$ cat config.mk
export PLATFORM = sky130hd
export DESIGN_NAME = score_keeper
export DESIGN_NICKNAME = d
export VERILOG_FILES = /design/src/rtl/score_pkg.sv /design/src/rtl/rise_edge.sv /design/src/rtl/score_keeper.sv
export SDC_FILE = /design/constraint.sdc
export NUM_CORES = 1
export LEC_CHECK = 0
export CORE_MARGIN = 2
export CORE_UTILIZATION = 46
export CTS_CLUSTER_SIZE = 30
export DETAILED_ROUTE_END_ITERATION = 16
export GPL_TIMING_DRIVEN = 0
export PLACE_DENSITY = 0.69
export SLEW_MARGIN = 0
export SYNTH_ARGS = -nofsm -noshare
export SYNTH_HDL_FRONTEND = slang
export SYNTH_HIERARCHICAL = 1
export SYNTH_SLANG_ARGS = --single-unit
$ cat constraint.sdc
create_clock -name clk -period 10.3 [get_ports clk]
set_input_delay 2.06 -clock clk [delete_from_list [all_inputs] [get_ports clk]]
set_output_delay 2.06 -clock clk [all_outputs]
set_load 0.1 [all_outputs]
$ cat src/rtl/score_pkg.sv
// Shared state encodings and default parameter values for the score engine.
package score_pkg;

  // Round FSM encoding; ST_BAD is never entered in normal operation.
  typedef enum logic [1:0] {
    ST_IDLE    = 2'b00,
    ST_PLAYING = 2'b01,
    ST_OVER    = 2'b10,
    ST_BAD     = 2'b11
  } state_e;

  localparam int DEF_SCORE_W     = 16;
  localparam int DEF_MAX_SCORE   = 9999;
  localparam int DEF_TICK_DIV    = 1000000;
  localparam int DEF_COIN_POINTS = 10;

endpackage

$ cat src/rtl/rise_edge.sv
// Rising-edge detector: one-cycle pulse on the first clock that samples d high.
module rise_edge (
  input  logic clk,
  input  logic reset,
  input  logic d,
  output logic pulse
);

  logic d_q;

  // History register holding last sampled value of d.
  always_ff @(posedge clk or negedge reset) begin
    if (!reset) d_q <= 1'b0;
    else        d_q <= d;
  end

  assign pulse = d & ~d_q;

endmodule

$ cat src/rtl/score_keeper.sv
// Score engine: round FSM, survival tick divider, coin bonus, saturating score,
// high-score tracking and a registered display bus.
module score_keeper
  import score_pkg::*;
#(
  parameter int SCORE_W     = DEF_SCORE_W,
  parameter int MAX_SCORE   = DEF_MAX_SCORE,
  parameter int TICK_DIV    = DEF_TICK_DIV,
  parameter int COIN_POINTS = DEF_COIN_POINTS
) (
  input  logic               clk,
  input  logic               reset,
  input  logic               start,
  input  logic               coin,
  input  logic               collide,
  input  logic               pause,
  output logic [1:0]         state,
  output logic [SCORE_W-1:0] score,
  output logic [SCORE_W-1:0] high_score,
  output logic               new_high,
  output logic [SCORE_W-1:0] display_score
);

  // A divider of 1 still needs a one-bit counter to stay legal.
  localparam int TICK_W = (TICK_DIV > 1) ? $clog2(TICK_DIV) : 1;
  localparam logic [TICK_W-1:0]  TICK_LAST = TICK_W'(TICK_DIV - 1);
  localparam logic [SCORE_W:0]   MAX_EXT   = (SCORE_W + 1)'(MAX_SCORE);
  localparam logic [SCORE_W:0]   COIN_EXT  = (SCORE_W + 1)'(COIN_POINTS);
  localparam logic [SCORE_W:0]   ONE_EXT   = (SCORE_W + 1)'(1);

  logic start_ev, coin_ev, collide_ev;

  state_e              state_q, state_d;
  logic [SCORE_W-1:0]  score_q, score_d;
  logic [SCORE_W-1:0]  high_q, high_d;
  logic                new_high_q, new_high_d;
  logic [SCORE_W-1:0]  display_q, display_d;
  logic [TICK_W-1:0]   tick_q, tick_d;
  logic [SCORE_W:0]    add_pts;
  logic [SCORE_W:0]    sum;

  rise_edge u_start_edge (.clk(clk), .reset(reset), .d(start),   .pulse(start_ev));
  rise_edge u_coin_edge  (.clk(clk), .reset(reset), .d(coin),    .pulse(coin_ev));
  rise_edge u_hit_edge   (.clk(clk), .reset(reset), .d(collide), .pulse(collide_ev));

  // Next-state logic: FSM transitions, point accrual and high-score capture.
  always_comb begin
    state_d    = state_q;
    score_d    = score_q;
    high_d     = high_q;
    new_high_d = new_high_q;
    tick_d     = tick_q;
    add_pts    = '0;
    sum        = '0;

    case (state_q)
      ST_IDLE: begin
        if (start_ev) begin
          state_d    = ST_PLAYING;
          score_d    = '0;
          tick_d     = '0;
          new_high_d = 1'b0;
        end
      end

      ST_PLAYING: begin
        // Collision ends the round and suppresses any points this cycle.
        if (collide_ev) begin
          state_d = ST_OVER;
          if (score_q > high_q) begin
            high_d     = score_q;
            new_high_d = 1'b1;
          end
        end else if (!pause) begin
          if (tick_q == TICK_LAST) begin
            tick_d  = '0;
            add_pts = ONE_EXT;
          end else begin
            tick_d = tick_q + 1'b1;
          end
          if (coin_ev) add_pts = add_pts + COIN_EXT;
          // One extra bit keeps the overflow visible before clamping.
          sum     = {1'b0, score_q} + add_pts;
          score_d = (sum > MAX_EXT) ? MAX_EXT[SCORE_W-1:0] : sum[SCORE_W-1:0];
        end
      end

      ST_OVER: begin
        if (start_ev) begin
          state_d    = ST_PLAYING;
          score_d    = '0;
          tick_d     = '0;
          new_high_d = 1'b0;
        end
      end

      default: state_d = ST_IDLE;
    endcase

    // Display follows the post-edge values so it moves together with score.
    display_d = (state_d == ST_IDLE) ? high_d : score_d;
  end

  // State and datapath registers.
  always_ff @(posedge clk or negedge reset) begin
    if (!reset) begin
      state_q    <= ST_IDLE;
      score_q    <= '0;
      high_q     <= '0;
      new_high_q <= 1'b0;
      display_q  <= '0;
      tick_q     <= '0;
    end else begin
      state_q    <= state_d;
      score_q    <= score_d;
      high_q     <= high_d;
      new_high_q <= new_high_d;
      display_q  <= display_d;
      tick_q     <= tick_d;
    end
  end

  assign state         = state_q;
  assign score         = score_q;
  assign high_score    = high_q;
  assign new_high      = new_high_q;
  assign display_score = display_q;

endmodule
### Yosys cells after proc, flatten, opt, wreduce, memory -nomap -nowiden

Cells that the tools add are included.

| word-level totals | value |
|---|---|
| register bits | 74 |
| bits in latches | 0 |
| bits in writable memories | 0 |
| bits in read-only memories | 0 |
| memories | 0 |

| cells by class | value |
|---|---|
| add/subtract/negate cells | 3 |
| multipliers | 0 |
| divide/modulo/power cells | 0 |
| order comparisons | 2 |
| equality and inequality tests | 8 |
| shifts and indexed selects | 0 |
| multiplexer cells | 29 |
| bitwise logic cells | 6 |
| reduce and logical (&&, ||, !) cells | 6 |

Operator list:

| operator | count |
|---|---|
| two-way mux 16 bit | 8 |
| two-way mux 17 bit | 7 |
| two-way mux 20 bit | 4 |
| case mux 20 bit (2 select lines) | 1 |
| case mux 16 bit (2 select lines) | 1 |
| adder 20 x 1 -> 20 bit, second input constant | 1 |
| equality test 20 bit, second input constant | 1 |
| adder 16 x 17 -> 17 bit | 1 |
| adder 17 x 4 -> 17 bit, second input constant | 1 |
| greater-than comparator 17 x 14 -> 1 bit, second input constant | 1 |
| greater-than comparator 16 bit | 1 |
| inequality test 2 bit, second input constant | 4 |
| AND reduction 4 bit | 2 |
| zero test 2 bit | 2 |
| two-way mux 1 bit | 4 |
| two-way mux 2 bit | 2 |
| case mux 2 bit (2 select lines) | 1 |
| AND 1 bit | 3 |
| NOT 1 bit | 3 |
| equality test 2 x 1 -> 1 bit, second input constant | 1 |
| equality test 2 bit, second input constant | 1 |
| inequality test 2 x 1 -> 1 bit, second input constant | 1 |
| case mux 1 bit (2 select lines) | 1 |
| nonzero test 2 bit | 1 |
| OR reduction 2 bit | 1 |

### Longest topological paths before layout

| depth | value |
|---|---|
| depth in word-level cells | 17 |
| mapped depth | 18 |

### Cells and area by module

Netlist, hierarchy kept.

Modules (own cells, without submodules):

| module | times used | cells each | area an instance (µm²) | sequential area each (µm²) |
|---|---|---|---|---|
| score_keeper | 1 | 431 | 4,101.4 | 1,776.7 |
| rise_edge | 3 | 2 | 38.8 | 25.0 |

### Worst setup path before layout

Ideal clock, no wire load.

| timing path | value |
|---|---|
| path type | input to register |
| from | input coin |
| to | register display_q[11] (netlist: display_score[11]) |
| arrival | 4.593 ns |
| data required time | 10.175 ns |
| slack | 5.582 ns |
| cell stages on the path | 10 |
| path buffers | 1 |
| cell sequence | nor2b_4 > ha_1 > nand3_2 > o21a_4 > or4_4 > a221oi_2 > a211oi_2 > buf_6 > a22o_1 > mux2_2 |

| on the way | value |
|---|---|
| word-level cells in the longest chain between the ends | 12 |

RTL lines:

| element | RTL line | source |
|---|---|---|
| start: declaration | score_keeper.sv:14 | `input logic coin,` |
| AND 1 bit (*) | rise_edge.sv:17 | `assign pulse = d & ~d_q;` |
| two-way mux 17 bit (*) | score_keeper.sv:81 | `if (coin_ev) add_pts = add_pts + COIN_EXT;` |
| two-way mux 17 bit (*) | score_keeper.sv:74 | `end else if (!pause) begin` |
| two-way mux 17 bit (*) | score_keeper.sv:68 | `if (collide_ev) begin` |
| two-way mux 17 bit (*) | score_keeper.sv:56 | `case (state_q)` |
| adder 16 x 17 -> 17 bit (*) | score_keeper.sv:83 | `sum = {1'b0, score_q} + add_pts;` |
| greater-than comparator 17 x 14 -> 1 bit | score_keeper.sv:84 | `score_d = (sum > MAX_EXT) ? MAX_EXT[SCORE_W-1:0] : sum[SCORE_W-1:0];` |
| two-way mux 16 bit (*) | score_keeper.sv:84 |  |
| two-way mux 16 bit (*) | score_keeper.sv:74 |  |
| two-way mux 16 bit (*) | score_keeper.sv:68 |  |
| case mux 16 bit (2 select lines) (*) | score_keeper.sv:56 |  |
| net score_d[11] | score_keeper.sv:34 | `logic [SCORE_W-1:0] score_q, score_d;` |
| two-way mux 16 bit (*) | score_keeper.sv:101 | `display_d = (state_d == ST_IDLE) ? high_d : score_d;` |
| net display_d[11] | score_keeper.sv:37 | `logic [SCORE_W-1:0] display_q, display_d;` |
| end signal: assignment | score_keeper.sv:118 | `display_q <= display_d;` |
| end: declaration | score_keeper.sv:37 |  |

The timed path passes the listed nets; every way through them passes the cells marked *. The select of a mux whose other input is x is not followed.
A chain may end at the register's enable or synchronous reset.

### Worst setup path in the final report

| timing path | value |
|---|---|
| from | input coin |
| to | register display_q[0] (netlist: display_score[0]) |

| on the way | value |
|---|---|
| word-level cells in the longest chain between the ends | 12 |

RTL lines:

| element | RTL line | source |
|---|---|---|
| AND 1 bit (*) | rise_edge.sv:17 |  |
| net coin_ev | score_keeper.sv:31 | `logic start_ev, coin_ev, collide_ev;` |
| two-way mux 17 bit (*) | score_keeper.sv:81 |  |
| two-way mux 17 bit (*) | score_keeper.sv:74 |  |
| two-way mux 17 bit (*) | score_keeper.sv:68 |  |
| two-way mux 17 bit (*) | score_keeper.sv:56 |  |
| adder 16 x 17 -> 17 bit (*) | score_keeper.sv:83 |  |
| greater-than comparator 17 x 14 -> 1 bit | score_keeper.sv:84 |  |
| two-way mux 16 bit (*) | score_keeper.sv:84 |  |
| two-way mux 16 bit (*) | score_keeper.sv:74 |  |
| two-way mux 16 bit (*) | score_keeper.sv:68 |  |
| case mux 16 bit (2 select lines) (*) | score_keeper.sv:56 |  |
| two-way mux 16 bit (*) | score_keeper.sv:101 |  |
| net display_d[0] | score_keeper.sv:37 |  |

Marks and branches as above.

==> flow_summary.toml <==
[place]
io_buffers = 56
gp_congestion = 0.946
dpl.hpwl_um = 7970
pre_cts_ws_ns = 4.73

[yosys]
synth_cell_type_count = 64
synth_top_area_share_pct = 43.9
synth_enable_flop_cells = 0
synth-main-ff-cell = "dfrtp_1"
netlist_instances = 437
synth_top_area_cell = "dfrtp_1"
syn_area_mm2 = 0.00422
synth-seq-area-share_pct = 43.9
synth_fp_nets = 464
syn_avg_cell_area_um2 = 9.65
synth_area_leaders = "dfrtp_1 (44%), ha_1 (5.9%), mux2_2 (4.5%)"
yosysWarnings = 6
ys_async_sr_fraction_pct = 100
ys_ff_latch = 74

[cells_and_area]
fill_cells = 814
num-nets-final = 532
num_antenna_cells = 0
area_delta_synth_final_pct = 22.9
utilization_pct = 58.9
drive_gt1_share_pct = 10.8

[flow_run]
drv_cap = 0

[clock_tree]
h-tree-depth = 3
post_cts_buffers = 0
cts_made_buffers = 9
hold_buffers = 0
post_cts_resize_count = 0
clk_pin_slew_ns = 0.08
cts_sinks = 74
clockBufferDepth = 2
worstSkewPairLatency_ns = 0.36
cts_tree = "yes"
root_buffer = "clkbuf_8"

[detailed_routing]
finalWirelength_um = 10800
first_pass_iters = 4
postRouteAntennaNets = 0
initialDrtViolationCount = 128
drc = 0
avgRoutedWirePerCell_um = 17.4
vias_per_cell = 5.77
num_vias = 3568

[worst_hold_path]
hold_path.class = "register to register"

[power_and_ir_drop]
fin_total_pwr_mw = 1.01
powerDensity_mw_per_mm2 = 195
ir_drop_uv = 139
leakagePower_nw = 2.33

[global_routing]
grt_max_degree = 43
overflow = 0
grt_pass1_vias = 3486
grt_pass1_wl_um = 17500
antenna_found_initial = 0
gr-usage-all-layers_pct = 22.6

[timing]
slew_headroom_pct = 22.8
timing.final.crit_share_pct = 50.6
rsz0062_at_grt = "no"
fin_setup_tns_ns = 0
setup_ws_ns = 5.09
fmax_ghz = 0.192
skew_ns = 0.0127
tightest_slew_ns = 1.16
hold_viol = 0
setup_violations = 0
slew_violations = 0
post-route-min-period_ns = 5.21

[worst_setup_path]
worstPathArrival_ns = 5.45
required_ns = 10.54
critical_path_class = "primary input to register"
cp_max_fo = 10
start_kind = "primary input"
endpoint_kind = "register"

[floorplan]
pin_count = 57
die_width_um = 99.8
die_h_um = 99.8
dieArea_mm2 = 0.00995
initial_core_util_pct = 47.9
rows = 34
core_area_mm2 = 0.00881

[run_status]
status = "finished clean"
[final timing paths]
path                            slack (ns)       from  cells past startpoint          endpoint
worst min register to register        0.50   new_high                      1          new_high
worst max-delay path                  5.09       coin                     13  display_score[0]
worst min-delay path                  0.50   new_high                      1          new_high
worst max register to register        5.56  tick_q[0]                     18  display_score[0]
min in group asynchronous             1.64      reset                      1    high_score[10]
max in group asynchronous             8.09      reset                      2         tick_q[9]
[synth_stat cells, drive strengths merged, types with 8 or more instances]
cell type and number:
dfrtp 74, nand2 42, nor2 36, inv 27, o21ai 22, ha 20, a21oi 19, mux2 18
clkbuf 16, nand3 16, nand4 11, nor3 10, xor2 8
[flip-flops by register name, indices dropped and copies added, names as in the netlist]
register / count
display_score: 16
high_score: 16
new_high: 1
score: 16
state: 2
tick_q: 20
u_coin_edge/d_q: 1
u_hit_edge/d_q: 1
u_start_edge/d_q: 1
[metrics by stage]
step	hold WS [ns]	cells	area [um2]
after global placement	0.463	601	4910
after detailed placement	0.492	602	4930
after CTS	0.510	618	5180
final	0.501	618	5180
after global routing	0.529	618	5180
after floorplan	0.472	437	4220
[critical path, stage by stage]
cell and delay (ns):
clkdlybuf4s50_1 0.48, nor2b_4 0.19, fa_1 0.37, a31oi_2 0.19
or4_1 0.51, buf_2 0.17, xor2_1 0.17, a32oi_2 0.22
a211oi_2 0.38, buf_6 0.20, buf_2 0.24, nor2b_1 0.20
nor2_1 0.06
[power breakdown]
group / total [mW] / switching [mW] / internal (mW) / leakage [nW]
Clock: 0.286 / 0.111 / 0.174 / 0.123
Sequential: 0.341 / 0.0238 / 0.317 / 0.979
Combinational: 0.382 / 0.287 / 0.0951 / 1.23
[per-layer routing]
metal / vias to the layer above / wire [um] / GRT usage (%)
met5: - / 0 / 0
met4: 0 / 289 / 9.17
met3: 26 / 320 / 3.30
met2: 82 / 5140 / 37.0
met1: 1730 / 5030 / 30.3
li1: 1730 / - / -
[placed cells by master (no fill, tap or decap), drive strengths merged, types with 3 or more instances in the layout]
cell           netlist  routed
dfrtp               74      74
clkdlybuf4s50        0      55
nand2               42      42
nor2                36      36
clkbuf              16      28
inv                 27      27
o21ai               22      22
ha                  20      20
a21oi               19      19
mux2                18      18
nand3               16      16
nand4               11      11
nor3                10      10
xor2                 8       8
buf                  6       8
and3                 7       7
a31oi                7       7
a211oi               7       7
a22o                 6       6
nor2b                6       6
a21o                 5       5
and4                 5       5
o31ai                5       5
mux2i                5       5
or3                  4       4
nor4                 4       4
o21a                 4       4
and2                 4       4
a41oi                3       3
a2111oi              3       3
a211o                3       3
bufinv               0       3
or4                  3       3
a221oi               3       3
[kinds of logic after synthesis]
family,after synthesis,synth area share (%)
buffers and inverters,49,4.66
xor gates and xnor gates,10,2.08
and+or+nand+nor,157,19.4
muxes,23,5.99
AOI/OAI and AO/OA,103,17.6
DFF,74,43.9
adders and majority gates,21,6.41
[cell type report]
class | count | area [um2] | share of cell area, %
sequential | 74 | 1850 | 35.7
inverter | 27 | 101 | 1.96
clock buffer | 12 | 155 | 2.99
buffer | 22 | 95.1 | 1.83
multi-input combinational | 314 | 2170 | 41.9
clock inverter | 4 | 97.6 | 1.88
tap | 108 | 135 | 2.61
timing repair buffer | 57 | 578 | 11.2
Note: power is estimated with default switching activity, not from simulation.
